## src/rtl/cas_buf_pkg.sv

```systemverilog
// Shared types and defaults for the CAS buffer arbiter.
package cas_buf_pkg;

  localparam int unsigned ADDR_W_DEF  = 27;
  localparam int unsigned TIMEOUT_DEF = 4095;

  // Arbiter sequencing: issue states strobe the buffer, wait states watch mem_ready.
  typedef enum logic [2:0] {
    IDLE,
    W_ISSUE,
    W_WAIT,
    R_ISSUE,
    R_WAIT
  } state_e;

  // Requester currently holding the buffer port.
  typedef enum logic [1:0] {
    OWN_NONE,
    OWN_LD,
    OWN_PL
  } owner_e;

  // Counter width able to hold 0..max_val, never narrower than one bit.
  function automatic int unsigned cnt_width(input int unsigned max_val);
    return (max_val < 2) ? 1 : $clog2(max_val + 1);
  endfunction

endpackage

```

## src/rtl/cas_req_latch.sv

```systemverilog
// One-entry request holder: captures address/data on set, drops the pending
// flag on clear. A set in the same cycle as a clear wins, so a fresh request
// arriving while the previous one is being issued is never lost.
module cas_req_latch #(
  parameter int unsigned ADDR_W = 27,
  parameter int unsigned DATA_W = 8
) (
  input  logic              i_clk,
  input  logic              i_reset,
  input  logic              i_set,
  input  logic              i_clr,
  input  logic [ADDR_W-1:0] i_addr,
  input  logic [DATA_W-1:0] i_data,
  output logic              o_pend,
  output logic [ADDR_W-1:0] o_addr,
  output logic [DATA_W-1:0] o_data
);

  logic              r_pend;
  logic [ADDR_W-1:0] r_addr;
  logic [DATA_W-1:0] r_data;

  // Capture or overwrite on set; otherwise clear retires the entry.
  always_ff @(posedge i_clk or posedge i_reset) begin
    if (i_reset) begin
      r_pend <= 1'b0;
      r_addr <= '0;
      r_data <= '0;
    end else if (i_set) begin
      r_pend <= 1'b1;
      r_addr <= i_addr;
      r_data <= i_data;
    end else if (i_clr) begin
      r_pend <= 1'b0;
    end
  end

  assign o_pend = r_pend;
  assign o_addr = r_addr;
  assign o_data = r_data;

endmodule

```

## src/rtl/cas_buffer_arbiter.sv

```systemverilog
// Shares the byte-wide CAS buffer between the download loader (writes) and the
// tape player (reads). The loader always wins; a watchdog bounds every buffer
// operation and a rewind flush suppresses the result of an in-flight read.
module cas_buffer_arbiter
  import cas_buf_pkg::*;
#(
  parameter int unsigned ADDR_W  = ADDR_W_DEF,
  parameter int unsigned TIMEOUT = TIMEOUT_DEF
) (
  input  logic              i_clk,
  input  logic              i_reset,
  // Loader side
  input  logic              i_ld_active,
  input  logic              i_ld_wr,
  input  logic [ADDR_W-1:0] i_ld_addr,
  input  logic [7:0]        i_ld_data,
  output logic              o_ld_wait,
  // Player side
  input  logic              i_pl_rd,
  input  logic [ADDR_W-1:0] i_pl_addr,
  output logic [7:0]        o_pl_data,
  output logic              o_pl_valid,
  input  logic              i_flush,
  // Buffer side
  output logic [ADDR_W-1:0] o_mem_addr,
  output logic [7:0]        o_mem_din,
  output logic              o_mem_we,
  output logic              o_mem_rd,
  input  logic [7:0]        i_mem_dout,
  input  logic              i_mem_ready,
  // Status
  output logic              o_busy,
  output logic              o_timeout_err
);

  localparam int unsigned CntW = cnt_width(TIMEOUT);
  localparam logic [CntW-1:0] CntLast = CntW'(TIMEOUT - 1);

  state_e            r_state;
  owner_e            r_owner;
  logic [CntW-1:0]   r_wd_cnt;
  logic              r_discard;
  logic              r_mem_we;
  logic              r_mem_rd;
  logic [ADDR_W-1:0] r_mem_addr;
  logic [7:0]        r_mem_din;
  logic [7:0]        r_pl_data;
  logic              r_pl_valid;
  logic              r_timeout_err;

  logic              w_ld_pend;
  logic [ADDR_W-1:0] w_ld_addr;
  logic [7:0]        w_ld_data;
  logic              w_ld_set;
  logic              w_ld_clr;
  logic              w_pl_pend;
  logic [ADDR_W-1:0] w_pl_addr;
  logic              w_pl_data_unused;
  logic              w_pl_set;
  logic              w_pl_clr;
  logic              w_pl_issue;
  logic              w_in_read;
  logic              w_wait_done;
  logic              w_drop_read;

  // Back-pressure covers both a held write and a write owning the bus.
  assign o_ld_wait = w_ld_pend | (r_owner == OWN_LD);

  // A write strobe while back-pressured is a loader protocol error: drop it.
  assign w_ld_set = i_ld_wr & ~o_ld_wait;
  assign w_ld_clr = (r_state == IDLE) & w_ld_pend;

  // Player requests are refused during download; flush beats a same-cycle request.
  assign w_pl_set   = i_pl_rd & ~i_ld_active & ~i_flush;
  assign w_pl_issue = (r_state == IDLE) & ~w_ld_pend & w_pl_pend & ~i_ld_active & i_mem_ready;
  assign w_pl_clr   = w_pl_issue | i_flush;

  assign w_in_read   = (r_state == R_ISSUE) | (r_state == R_WAIT);
  // The buffer drops ready a cycle late, so the first wait cycle is never trusted.
  assign w_wait_done = (r_wd_cnt != '0) & i_mem_ready;
  assign w_drop_read = r_discard | i_flush;

  cas_req_latch #(
    .ADDR_W (ADDR_W),
    .DATA_W (8)
  ) u_ld_latch (
    .i_clk   (i_clk),
    .i_reset (i_reset),
    .i_set   (w_ld_set),
    .i_clr   (w_ld_clr),
    .i_addr  (i_ld_addr),
    .i_data  (i_ld_data),
    .o_pend  (w_ld_pend),
    .o_addr  (w_ld_addr),
    .o_data  (w_ld_data)
  );

  // The player carries no data; its data lane is a tied-off single bit.
  cas_req_latch #(
    .ADDR_W (ADDR_W),
    .DATA_W (1)
  ) u_pl_latch (
    .i_clk   (i_clk),
    .i_reset (i_reset),
    .i_set   (w_pl_set),
    .i_clr   (w_pl_clr),
    .i_addr  (i_pl_addr),
    .i_data  (1'b0),
    .o_pend  (w_pl_pend),
    .o_addr  (w_pl_addr),
    .o_data  (w_pl_data_unused)
  );

  // Arbitration FSM with registered buffer strobes, read data and watchdog.
  always_ff @(posedge i_clk or posedge i_reset) begin
    if (i_reset) begin
      r_state       <= IDLE;
      r_owner       <= OWN_NONE;
      r_wd_cnt      <= '0;
      r_discard     <= 1'b0;
      r_mem_we      <= 1'b0;
      r_mem_rd      <= 1'b0;
      r_mem_addr    <= '0;
      r_mem_din     <= '0;
      r_pl_data     <= 8'h00;
      r_pl_valid    <= 1'b0;
      r_timeout_err <= 1'b0;
    end else begin
      r_mem_we   <= 1'b0;
      r_mem_rd   <= 1'b0;
      r_pl_valid <= 1'b0;

      if (i_flush && w_in_read) begin
        r_discard <= 1'b1;
      end

      case (r_state)
        IDLE: begin
          if (w_ld_pend) begin
            r_state    <= W_ISSUE;
            r_owner    <= OWN_LD;
            r_mem_we   <= 1'b1;
            r_mem_addr <= w_ld_addr;
            r_mem_din  <= w_ld_data;
          end else if (w_pl_issue) begin
            r_state    <= R_ISSUE;
            r_owner    <= OWN_PL;
            r_mem_rd   <= 1'b1;
            r_mem_addr <= w_pl_addr;
            // A flush racing the issue still lets the read run, but mutes it.
            r_discard  <= i_flush;
          end
        end

        W_ISSUE: begin
          r_state  <= W_WAIT;
          r_wd_cnt <= '0;
        end

        R_ISSUE: begin
          r_state  <= R_WAIT;
          r_wd_cnt <= '0;
        end

        W_WAIT, R_WAIT: begin
          if (w_wait_done) begin
            if ((r_state == R_WAIT) && !w_drop_read) begin
              r_pl_data  <= i_mem_dout;
              r_pl_valid <= 1'b1;
            end
            r_state <= IDLE;
            r_owner <= OWN_NONE;
          end else if (r_wd_cnt == CntLast) begin
            // Abandon the operation; an aborted write is simply lost.
            r_timeout_err <= 1'b1;
            r_state       <= IDLE;
            r_owner       <= OWN_NONE;
          end else begin
            r_wd_cnt <= r_wd_cnt + 1'b1;
          end
        end

        default: begin
          r_state <= IDLE;
          r_owner <= OWN_NONE;
        end
      endcase
    end
  end

  assign o_mem_we      = r_mem_we;
  assign o_mem_rd      = r_mem_rd;
  assign o_mem_addr    = r_mem_addr;
  assign o_mem_din     = r_mem_din;
  assign o_pl_data     = r_pl_data;
  assign o_pl_valid    = r_pl_valid;
  assign o_busy        = (r_state != IDLE);
  assign o_timeout_err = r_timeout_err;

endmodule

```

## config.mk

```make
export PLATFORM = sky130hd
export DESIGN_NAME = cas_buffer_arbiter
export DESIGN_NICKNAME = d
export VERILOG_FILES = /design/src/rtl/cas_buf_pkg.sv /design/src/rtl/cas_req_latch.sv /design/src/rtl/cas_buffer_arbiter.sv
export SDC_FILE = /design/constraint.sdc
export NUM_CORES = 1
export LEC_CHECK = 0
export CORE_ASPECT_RATIO = 0.6
export CORE_UTILIZATION = 54
export CTS_CLUSTER_SIZE = 25
export DETAILED_ROUTE_END_ITERATION = 8
export GPL_ROUTABILITY_DRIVEN = 0
export PLACE_DENSITY = 0.95
export SLEW_MARGIN = 20
export SYNTH_ARGS = -nofsm -noshare
export SYNTH_HDL_FRONTEND = slang
export SYNTH_SLANG_ARGS = --single-unit
```

## constraint.sdc

```tcl
create_clock -name i_clk -period 11 [get_ports i_clk]
set_input_delay 2.2 -clock i_clk [delete_from_list [all_inputs] [get_ports i_clk]]
set_output_delay 2.2 -clock i_clk [all_outputs]
set_load 0.05 [all_outputs]
```

==> flow_summary.toml <==
[yosys]
synthAdderAreaFrac_pct = 0.7008
synth_warnings = 0
yosys-top-cells-area = "dfrtp_1 60%, mux2_2 16%, mux2i_1 5.4%"
yosysMostFrequentCell = "dfrtp_1"
synth_area_um2 = 5356
ys_seq_area_share_pct = 60.27
avgSynthCellArea_um2 = 12.91
async_flop_share_pct = 100.0
synth_top_family_by_area = "multiplexers"
synth-compound-area-share_pct = 6.237
ys_ff_latch = 129
synth_edf_count = 0
syn-instance-count = 415
yosysTopAreaCellShare_pct = 60.27
ys.flop_type = "dfrtp_1"
synth_xor_area_share_pct = 0.4905
muxShareOfSynthArea_pct = 21.82
synth_commonest_cells = "129 x dfrtp_1, 78 x mux2_2, 41 x nand2_1, 39 x o21ai_0, 29 x mux2i_1"
syn-num-nets = 495
yosys.area_share.simple_pct = 8.082
synth.largest_area_cell = "dfrtp_1"
yosysUniqueCellTypes = 43

[worst_setup_path]
critPathMaxFanout = 32
end_kind = "primary output"
criticalPathCategory = "register to primary output"
startpoint_type = "register"
r2r-start = "u_ld_latch.o_pend"
critPathRequiredTime_ps = 8800
cp.arrival_ps = 2900
crit_start = "u_ld_latch.o_pend"

[worst_hold_path]
hp-start = "o_timeout_err"
hp-class = "register to register"

[clock_network]
holdBufCountCts = 0
h-tree-depth = 4
cts_tree = "yes"
clock-sinks = 129
cts_resized = 0
worstSkewPairLatency_ps = 410
clockBufferDepth = 2
path_clk_slew_ps = 60
cts_root_buffer = "clkbuf_16"
numCtsBuffers = 17
postCtsSetupBuffers = 0

[layout]
final_layout_size_suffix_gt1_share_pct = 22.97
nets = 620
finalNonFillerCells = 683
antenna-diode-count = 0
fill_cells = 530
area_delta_synth_final_pct = 37.26

[floorplan]
num_io_pins = 126
core_area_um2 = 9392
dieArea_um2 = 10330
std_cell_rows = 27
start_util_pct = 57.03
die_h_um = 79.15
die_w_um = 130.6

[grt]
grt_overflow = 0
grt_pass1_wl_mm = 21.31
grt_usage_pct = 28.00
antenna_found_initial = 0
grt_pass1_vias = 4059
grt_max_degree = 75

[run_status]
status = "finished, final reports clean"

[sta]
hold_violations = 0
setup_tns_ps = 0
max_freq_mhz = 196.0
setup_viol = 0
period_minus_slack_ps = 5102
skew_ps = 8.269
rsz0062_at_grt = "no"
worst_pin_slew_ps = 1103
slew_headroom_pct = 26.29
fin_crit_sh_pct = 46.39
slew_viol_final = 0

[routing]
via_per_inst = 5.698
drc = 0
drtPass1Iterations = 5
vias = 3892
drt_iter0_markers = 265
ant_nets = 0
avgRoutedWirePerCell_um = 19.51
routed_wl_mm = 13.32

[power]
peakVddDrop_uv = 179.2
switching_share_pct = 38.61
seqPwrFrac_pct = 35.4
netSwitchingPower_mw = 0.8447
leakage_nw = 3.201
p_comb_share_pct = 38.4
intPower_mw = 1.343
power.share.clock_pct = 26.2
powerDensity_nw_per_um2 = 297.6

[placed_design]
dp_hpwl_mm = 8.430
port_buffers = 125
post-place-cells = 650

[job]
max_cap_viol_count = 0
path summary, 6_finish.rpt:
check / slack [ps] / endpoint / depth (start not counted)
min in group asynchronous: 2350 / o_pl_data[1] / 2
min reg2reg: 480 / o_timeout_err / 1
max: 5900 / o_ld_wait / 3
max reg2reg: 8200 / u_ld_latch.o_data[2] / 4
min: 480 / o_timeout_err / 1
max in group asynchronous: 7380 / u_ld_latch.o_pend / 3
registers in the layout, indices dropped and copies added, names as in the netlist, 2 cells and up:
name,cells
u_ld_latch.o_addr,27
u_ld_latch.o_data,8
r_wd_cnt,12
r_owner,2
r_state,3
o_mem_din,8
o_mem_addr,27
u_pl_latch.o_addr,27
o_pl_data,8
cells by family (layout without fill, tap and decap cells):
group                      count (synthesis)  count (layout)
and+or+nand+nor                           85              85
xor gates and xnor gates                   3               3
muxes                                    107             107
buffers and inverters                     32             170
adders and majority gates                  3               3
AOI/OAI and AO/OA                         56              56
DFF                                      129             129
stage by stage:
stage	util, %	setup WS, ps	power, mW	cell area [um^2]	hold slack [ps]
final	78.28	5898	2.188	7352	481.4
after global routing	78.28	5801	2.287	7352	513.4
after CTS	78.07	5888	2.185	7332	484.5
after detailed placement	71.57	6391	1.589	6721	475.2
after global placement	71.57	6477	1.544	6721	460.3
after floorplan	-	5359	1.315	5356	454.7
cell type report:
class                   instances  area (um^2)  area share (%)
clock inverters                15        185.2           2.519
multi-input cells             254         2023           27.52
clock buffers                  17        425.4           5.786
inverters                      10        40.04          0.5446
flip-flops and latches        129         3229           43.92
well taps                     130        162.7           2.212
repair buffers                128         1286           17.49
metal layers:
layer / share of wire [%] / global-route usage [%] / up-vias
met5: 0 / 0 / -
met4: 2.7 / 11.95 / 0
met3: 8.3 / 8.693 / 43
met2: 48 / 45.50 / 215
met1: 41 / 34.69 / 1917
li1: - / - / 1717
layout by cell type, fill, tap and decap left out, drive strengths merged, types with 2 or more instances in the layout:
| cell type | n |
|---|---|
| clkbuf | 17 |
| a22o | 2 |
| clkinv | 7 |
| or3 | 4 |
| dfrtp | 129 |
| inv | 13 |
| clkdlybuf4s50 | 125 |
| o21bai | 3 |
| mux2i | 29 |
| nor3 | 2 |
| nand3 | 5 |
| and3 | 2 |
| bufinv | 3 |
| xor2 | 2 |
| nand4 | 6 |
| o21ai | 39 |
| nor4 | 2 |
| clkinvlp | 2 |
| nor2 | 10 |
| nand2 | 41 |
| ha | 3 |
| or4 | 3 |
| mux2 | 78 |
| o31ai | 2 |
| nor2b | 2 |
| nand2b | 2 |
| buf | 3 |
| a21oi | 4 |
critical path, cell delays in order, from the launching register on:
cell and delay [ps]:
dfrtp_2 1000, inv_1 230, o21ai_0 330, clkdlybuf4s50_1 930
power by group through the flow:
stage / clock network [mW] / registers (mW) / logic [mW]
2_1_floorplan: 0 / 0.951 / 0.364
3_3_place_gp: 0 / 0.761 / 0.784
3_5_place_dp: 0 / 0.774 / 0.815
4_1_cts: 0.581 / 0.773 / 0.831
5_1_grt: 0.605 / 0.793 / 0.889
6_report: 0.573 / 0.775 / 0.839
Note: power is estimated with default switching activity, not from simulation.
